$ cat src/rtl/banked_ram.sv
// Multi-lane beat-addressed RAM with per-lane write enables, one-cycle read latency,
// a single write-busy cycle after each in-range write, and an error pulse on out-of-range beats.
module banked_ram #(
    parameter int WORD_W = 10,
    parameter int LANES  = 2,
    parameter int ADDR_W = 9,
    parameter int DEPTH  = 21
) (
    input  logic                    clk,
    input  logic                    rst,
    input  logic                    req_valid,
    output logic                    req_ready,
    input  logic [LANES-1:0]        we,
    input  logic [ADDR_W-1:0]       addr,
    input  logic [LANES*WORD_W-1:0] wdata,
    output logic [LANES*WORD_W-1:0] rdata,
    output logic                    rvalid,
    output logic                    err
);

    localparam int IDX_W = (DEPTH > 1) ? $clog2(DEPTH) : 1;

    typedef enum logic {
        IDLE,
        WBUSY
    } state_t;

    state_t                    state;
    logic                      accept;
    logic                      in_range;
    logic                      is_write;
    logic [IDX_W-1:0]          beat;
    logic [LANES*WORD_W-1:0]   rd_word;

    // Ready drops combinationally with rst so no request is ever accepted during reset.
    assign req_ready = (state == IDLE) && !rst;
    assign accept    = req_valid && req_ready;
    assign in_range  = (32'(addr) < 32'(DEPTH));
    assign is_write  = |we;
    assign beat      = addr[IDX_W-1:0];

    // One storage array per lane; a beat never spans lanes of another beat.
    for (genvar g = 0; g < LANES; g++) begin : g_lane
        logic [WORD_W-1:0] mem [DEPTH];

        always_ff @(posedge clk) begin
            if (accept && in_range && we[g]) begin
                mem[beat] <= wdata[g*WORD_W +: WORD_W];
            end
        end

        assign rd_word[g*WORD_W +: WORD_W] = mem[beat];
    end

    always_ff @(posedge clk) begin
        if (rst) begin
            state  <= IDLE;
            rdata  <= '0;
            rvalid <= 1'b0;
            err    <= 1'b0;
        end else begin
            rvalid <= accept && in_range && !is_write;
            err    <= accept && !in_range;
            if (accept && !is_write) begin
                rdata <= in_range ? rd_word : '0;
            end
            case (state)
                IDLE: begin
                    if (accept && in_range && is_write) begin
                        state <= WBUSY;
                    end
                end
                WBUSY:   state <= IDLE;
                default: state <= IDLE;
            endcase
        end
    end

endmodule

$ cat config.mk
export PLATFORM = sky130hd
export DESIGN_NAME = banked_ram
export DESIGN_NICKNAME = d
export VERILOG_FILES = /design/src/rtl/banked_ram.sv
export SDC_FILE = /design/constraint.sdc
export NUM_CORES = 1
export LEC_CHECK = 0
export CAP_MARGIN = 0
export CORE_MARGIN = 3
export CORE_UTILIZATION = 55
export CTS_CLUSTER_DIAMETER = 150
export DETAILED_ROUTE_END_ITERATION = 6
export HOLD_SLACK_MARGIN = 0.06
export PLACE_DENSITY = 0.83
export SYNTH_ARGS = -nofsm -noshare
export SYNTH_HDL_FRONTEND = slang
export SYNTH_SLANG_ARGS = --single-unit
export TNS_END_PERCENT = 50
$ cat constraint.sdc
create_clock -name clk -period 4.4 [get_ports clk]
set_input_delay 0.44 -clock clk [delete_from_list [all_inputs] [get_ports clk]]
set_output_delay 0.44 -clock clk [all_outputs]
set_load 0.01 [all_outputs]
# [Word-level counts from Yosys, hierarchy flattened]
# Memory sizes are Yosys's and may differ from the RTL's.
# Index checks and enable logic that the tools add are counted.
[word_totals] reg_bits=23 latch_bits=0 mem_bits_rw=420 romBits=0 inputBits=34 output_inout_bits=23 wordCells=28 n_memories=2
[classes] add_sub_neg=0 multipliers=0 div=0 n_lt_le_gt_ge=1 n_eq_ne=0 shifts=0 mux=7 bitwise=1 reduce_logical=13
[mem_list] name="g_lane[0].mem" words=21 width=10 read_ports=1 rd_clocked_by_memory_dff=0 write_ports=1 line_no="44" text="logic [WORD_W-1:0] mem [DEPTH];"
[mem_list] name="g_lane[1].mem" words=21 width=10 read_ports=1 rd_clocked_by_memory_dff=0 write_ports=1 line_no="44"
[op_table] operator="$mux 20" n=1
[op_table] operator="$logic_and 1x1->1" n=9
[op_table] operator="$lt 9x5->1 const B" n=1
[op_table] operator="$mux 1" n=5
[op_table] operator="$logic_not 1->1" n=3
[op_table] operator="$pmux 1 s2" n=1
[op_table] operator="$reduce_or 2->1" n=1
[op_table] operator="$not 1->1" n=1

# [Logic depth before layout (Yosys ltp)]
[logic_depth] depth_word=7 ltp_mapped=8 ltp_nobuf=4

# [Worst setup path after synthesis]
# Ideal clock, no wire load.
[synth_timing] path_type="input to register" start="input addr[8]" end="memory g_lane[1].mem[20][0], enable pin" setup_ps=390 t_arrival_ps=2323 t_required_ps=4010 setup_slack_ps=1688 cell_stages=5 n_path_buf=1 cell_sequence="or4_4 > a211oi_4 > buf_6 > nand3_4 > nor3_1"
[synth_between] elab_chain_len=5
[synth_lines] item="start, declared" line_no="14" text="input logic [ADDR_W-1:0] addr,"
[synth_lines] item="$lt 9x5->1" line_no="38" text="assign in_range = (32'(addr) < 32'(DEPTH));"
[synth_lines] item="$logic_and 1x1->1 (2 in series)" line_no="47" text="if (accept && in_range && we[g]) begin"
[synth_lines] item="$mux 1" line_no="47"
[synth_lines] item="$mux 1 (implied by the code)" line_no="48" text="mem[beat] <= wdata[g*WORD_W +: WORD_W];"
[synth_lines] item="end, declared" line_no="44"
# Every way passes these cells.

# [Worst setup path in the final report]
[layout_timing] start="input addr[8]" end="memory g_lane[1].mem[13][8], enable pin"
# Same word-level chain as after synthesis.

==> results.json <==
{
  "outcome": "completed",
  "period_share_pct": 71.3,
  "io_pins": 57,
  "worstRegToRegCells": 4,
  "wl_met3_mm": 3.90,
  "crit_required_ps": 4550,
  "ant_nets": 0,
  "ys_warn_count": 0,
  "tightest_slew_ps": 1220,
  "grt_pass1_vias": 9089,
  "clockPowerShare_pct": 42.0,
  "synth_nets": 898,
  "reg2reg_slack_ps": 1310,
  "antenna_cells": 0,
  "skew_ps": 12.4,
  "crit_family": "simple AND/OR/NAND/NOR gates",
  "drive_gt1_share_pct": 19.1,
  "port_buffers": 56,
  "cpPeakStageDelay_ps": 820,
  "dr_wl_met2_mm": 19.0,
  "worstSetupPathType": "input port to register",
  "place_hpwl_mm": 24.1,
  "maxSlewViolCount": 0,
  "postSynthCellCount": 864,
  "die_height_um": 182,
  "hold_buffers": 0,
  "vias": 9073,
  "post-place-cells": 1297,
  "grt.overflow.total": 0,
  "min_path_type": "register to register",
  "grt_max_degree": 57,
  "cts_sinks": 443,
  "met1Wirelength_mm": 15.1,
  "synth-seq-area-share_pct": 76.7,
  "period_needed_ps": 3140,
  "grt_usage_pct": 24.0,
  "p_seq_share_pct": 53.6,
  "grt_pass1_wl_mm": 59.2,
  "endpoint_kind": "register",
  "max_freq_ghz": 0.319,
  "rr_startpoint": "state",
  "p_int_w": 0.00689,
  "wl_mm": 39.3,
  "die_x_um": 182,
  "cp.depth": 5,
  "tns_ps": 0,
  "worst_slew_margin_rel_pct": 18.4,
  "firstDrtPassIters": 7,
  "fillCellCount": 1890,
  "p_leak_nw": 6.23,
  "syn_to_final_growth_pct": 14.1,
  "synth.cell_area_um2": 17000,
  "maxCapViolCount": 0,
  "final_nets": 985,
  "clk_pin_slew_ps": 60,
  "final_hold_viol_count": 0,
  "swShare_pct": 19.9,
  "cts-root-buf": "clkbuf_16",
  "ys.flop_type": "edfxtp_1",
  "comb_power_share_pct": 4.4,
  "hp-start": "rdata[8]",
  "wl_per_cell_um": 28.7,
  "synth_edf_count": 420,
  "dieArea_um2": 33100,
  "max-vdd-ir-drop_uv": 321,
  "cp_max_fo": 10,
  "coreArea_um2": 30100,
  "clock_latency_ps": 530,
  "switchingPower_w": 0.00171,
  "whs_ps": 458,
  "final_cells": 1371,
  "cts_setup_buffers": 0,
  "setup_viol": 0,
  "worstPathCellList": "clkdlybuf4s50_1, or4_4, a2111oi_4, nand3_1, nor2_1",
  "start_kind": "input port",
  "avgSynthCellArea_um2": 19.7,
  "utilization_pct": 64.6,
  "r2r_end": "g_lane[1].mem[13][8]",
  "dp_slack_ps": 809,
  "top_layer_used": "met4",
  "drc": 0,
  "rsz0062_at_grt": "false",
  "cts.repair.resized": 0,
  "synthArstFlopShare_pct": 0,
  "initial_core_util_pct": 56.6,
  "drtIter0Drc": 1429,
  "cts_max_level": 2,
  "synthDistinctLibCells": 47,
  "gp_congestion": 0.864,
  "cp_data_arrival_time_ps": 3280,
  "critPathLaunch": "addr[8]",
  "cp_num_buf_inv": 1,
  "numCtsBuffers": 42,
  "crit_path_end": "g_lane[1].mem[13][8]",
  "antenna_found_initial": 0,
  "cp_slowest_cell": "nor2_1",
  "clockBufferDepth": 3,
  "ys_seq_elements": 443,
  "fp-row-count": 63,
  "tritoncts": "yes",
  "power_density_nw_per_um2": 442,
  "fin_ws_ps": 1260,
  "via_per_inst": 6.62
}
## layout make-up
cell class	count	area, um^2	area share, %
Clock buffer	58	1160	5.97
Clock inverter	16	213	1.09
Inverter	3	11.3	0.0579
Multi-Input combinational cell	366	3670	18.9
Sequential cell	443	13100	67.2
Tap cell	390	488	2.51
Timing Repair Buffer	95	841	4.32
## worst min-delay path by stage
stage | endpoint | slack [ps] | cells after the start
floorplan | rdata[0] | 480 | 2
global placement | rdata[4] | 450 | 2
detailed placement | rdata[8] | 450 | 2
CTS | rdata[8] | 460 | 2
global route | rdata[8] | 490 | 2
finish | rdata[8] | 460 | 2
## synthesized netlist by cell type, types with 11 or more instances
| cell | count | area [um^2] |
|---|---|---|
| buf_2 | 15 | 75.1 |
| nor2_1 | 54 | 203 |
| o31ai_1 | 17 | 128 |
| o211ai_1 | 17 | 128 |
| buf_4 | 11 | 82.6 |
| clkbuf_1 | 16 | 60.1 |
| dfxtp_1 | 23 | 460 |
| nand2_1 | 29 | 109 |
| mux2i_1 | 53 | 531 |
| mux4_2 | 74 | 1670 |
| a21oi_1 | 20 | 100 |
| edfxtp_1 | 420 | 12600 |
| o22ai_1 | 19 | 119 |
## through the flow
step	total power (W)	area (um^2)
CTS	0.00862	19500
finish	0.00860	19500
floorplan	0.00491	17000
global placement	0.00507	18100
global route	0.00880	19500
detailed placement	0.00507	18100
## state kept, by name, summed over array words and instances, names as in the netlist
| signal | cells |
|---|---|
| g_lane.mem | 420 |
| rdata | 20 |
| err | 1 |
| rvalid | 1 |
| state | 1 |
## worst register-to-register path: stages (launching register included)
cell,delay (ps)
dfxtp_1,350
or3b_2,590
a2111oi_4,540
nand3_1,400
nor2_1,820
## cell usage in the layout (no fill, tap or decap), drive strengths merged, types with 19 or more instances in the layout
cell	n
edfxtp	420
o22ai	19
nand2	29
clkdlybuf4s50	52
dfxtp	23
nor2	54
clkbuf	58
buf	43
a21oi	20
mux2i	53
mux4	74
## power groups by stage
stage	Sequential (W)	Clock (W)	Combinational [W]
global placement	0.00470	0	0.000362
global route	0.00461	0.00379	0.000402
finish	0.00461	0.00361	0.000379
detailed placement	0.00470	0	0.000371
CTS	0.00461	0.00363	0.000377
floorplan	0.00470	0	0.000209
## logic make-up (layout without fill, tap and decap cells)
logic type             Yosys count  after routing  share of synthesized area, %
and+or+nand+nor                111            111                          2.95
buffers and inverters           55            172                          1.83
AOI/OAI and AO/OA              128            128                          5.65
DFF                            443            443                          76.7
muxes                          127            127                          12.9
## metal layers
layer,GRT usage [%],vias up
met2,37.8,626
met5,0,-
met1,35.0,4628
met3,3.15,94
li1,-,3725
met4,8.90,0
Note: power is estimated with default switching activity, not from simulation.
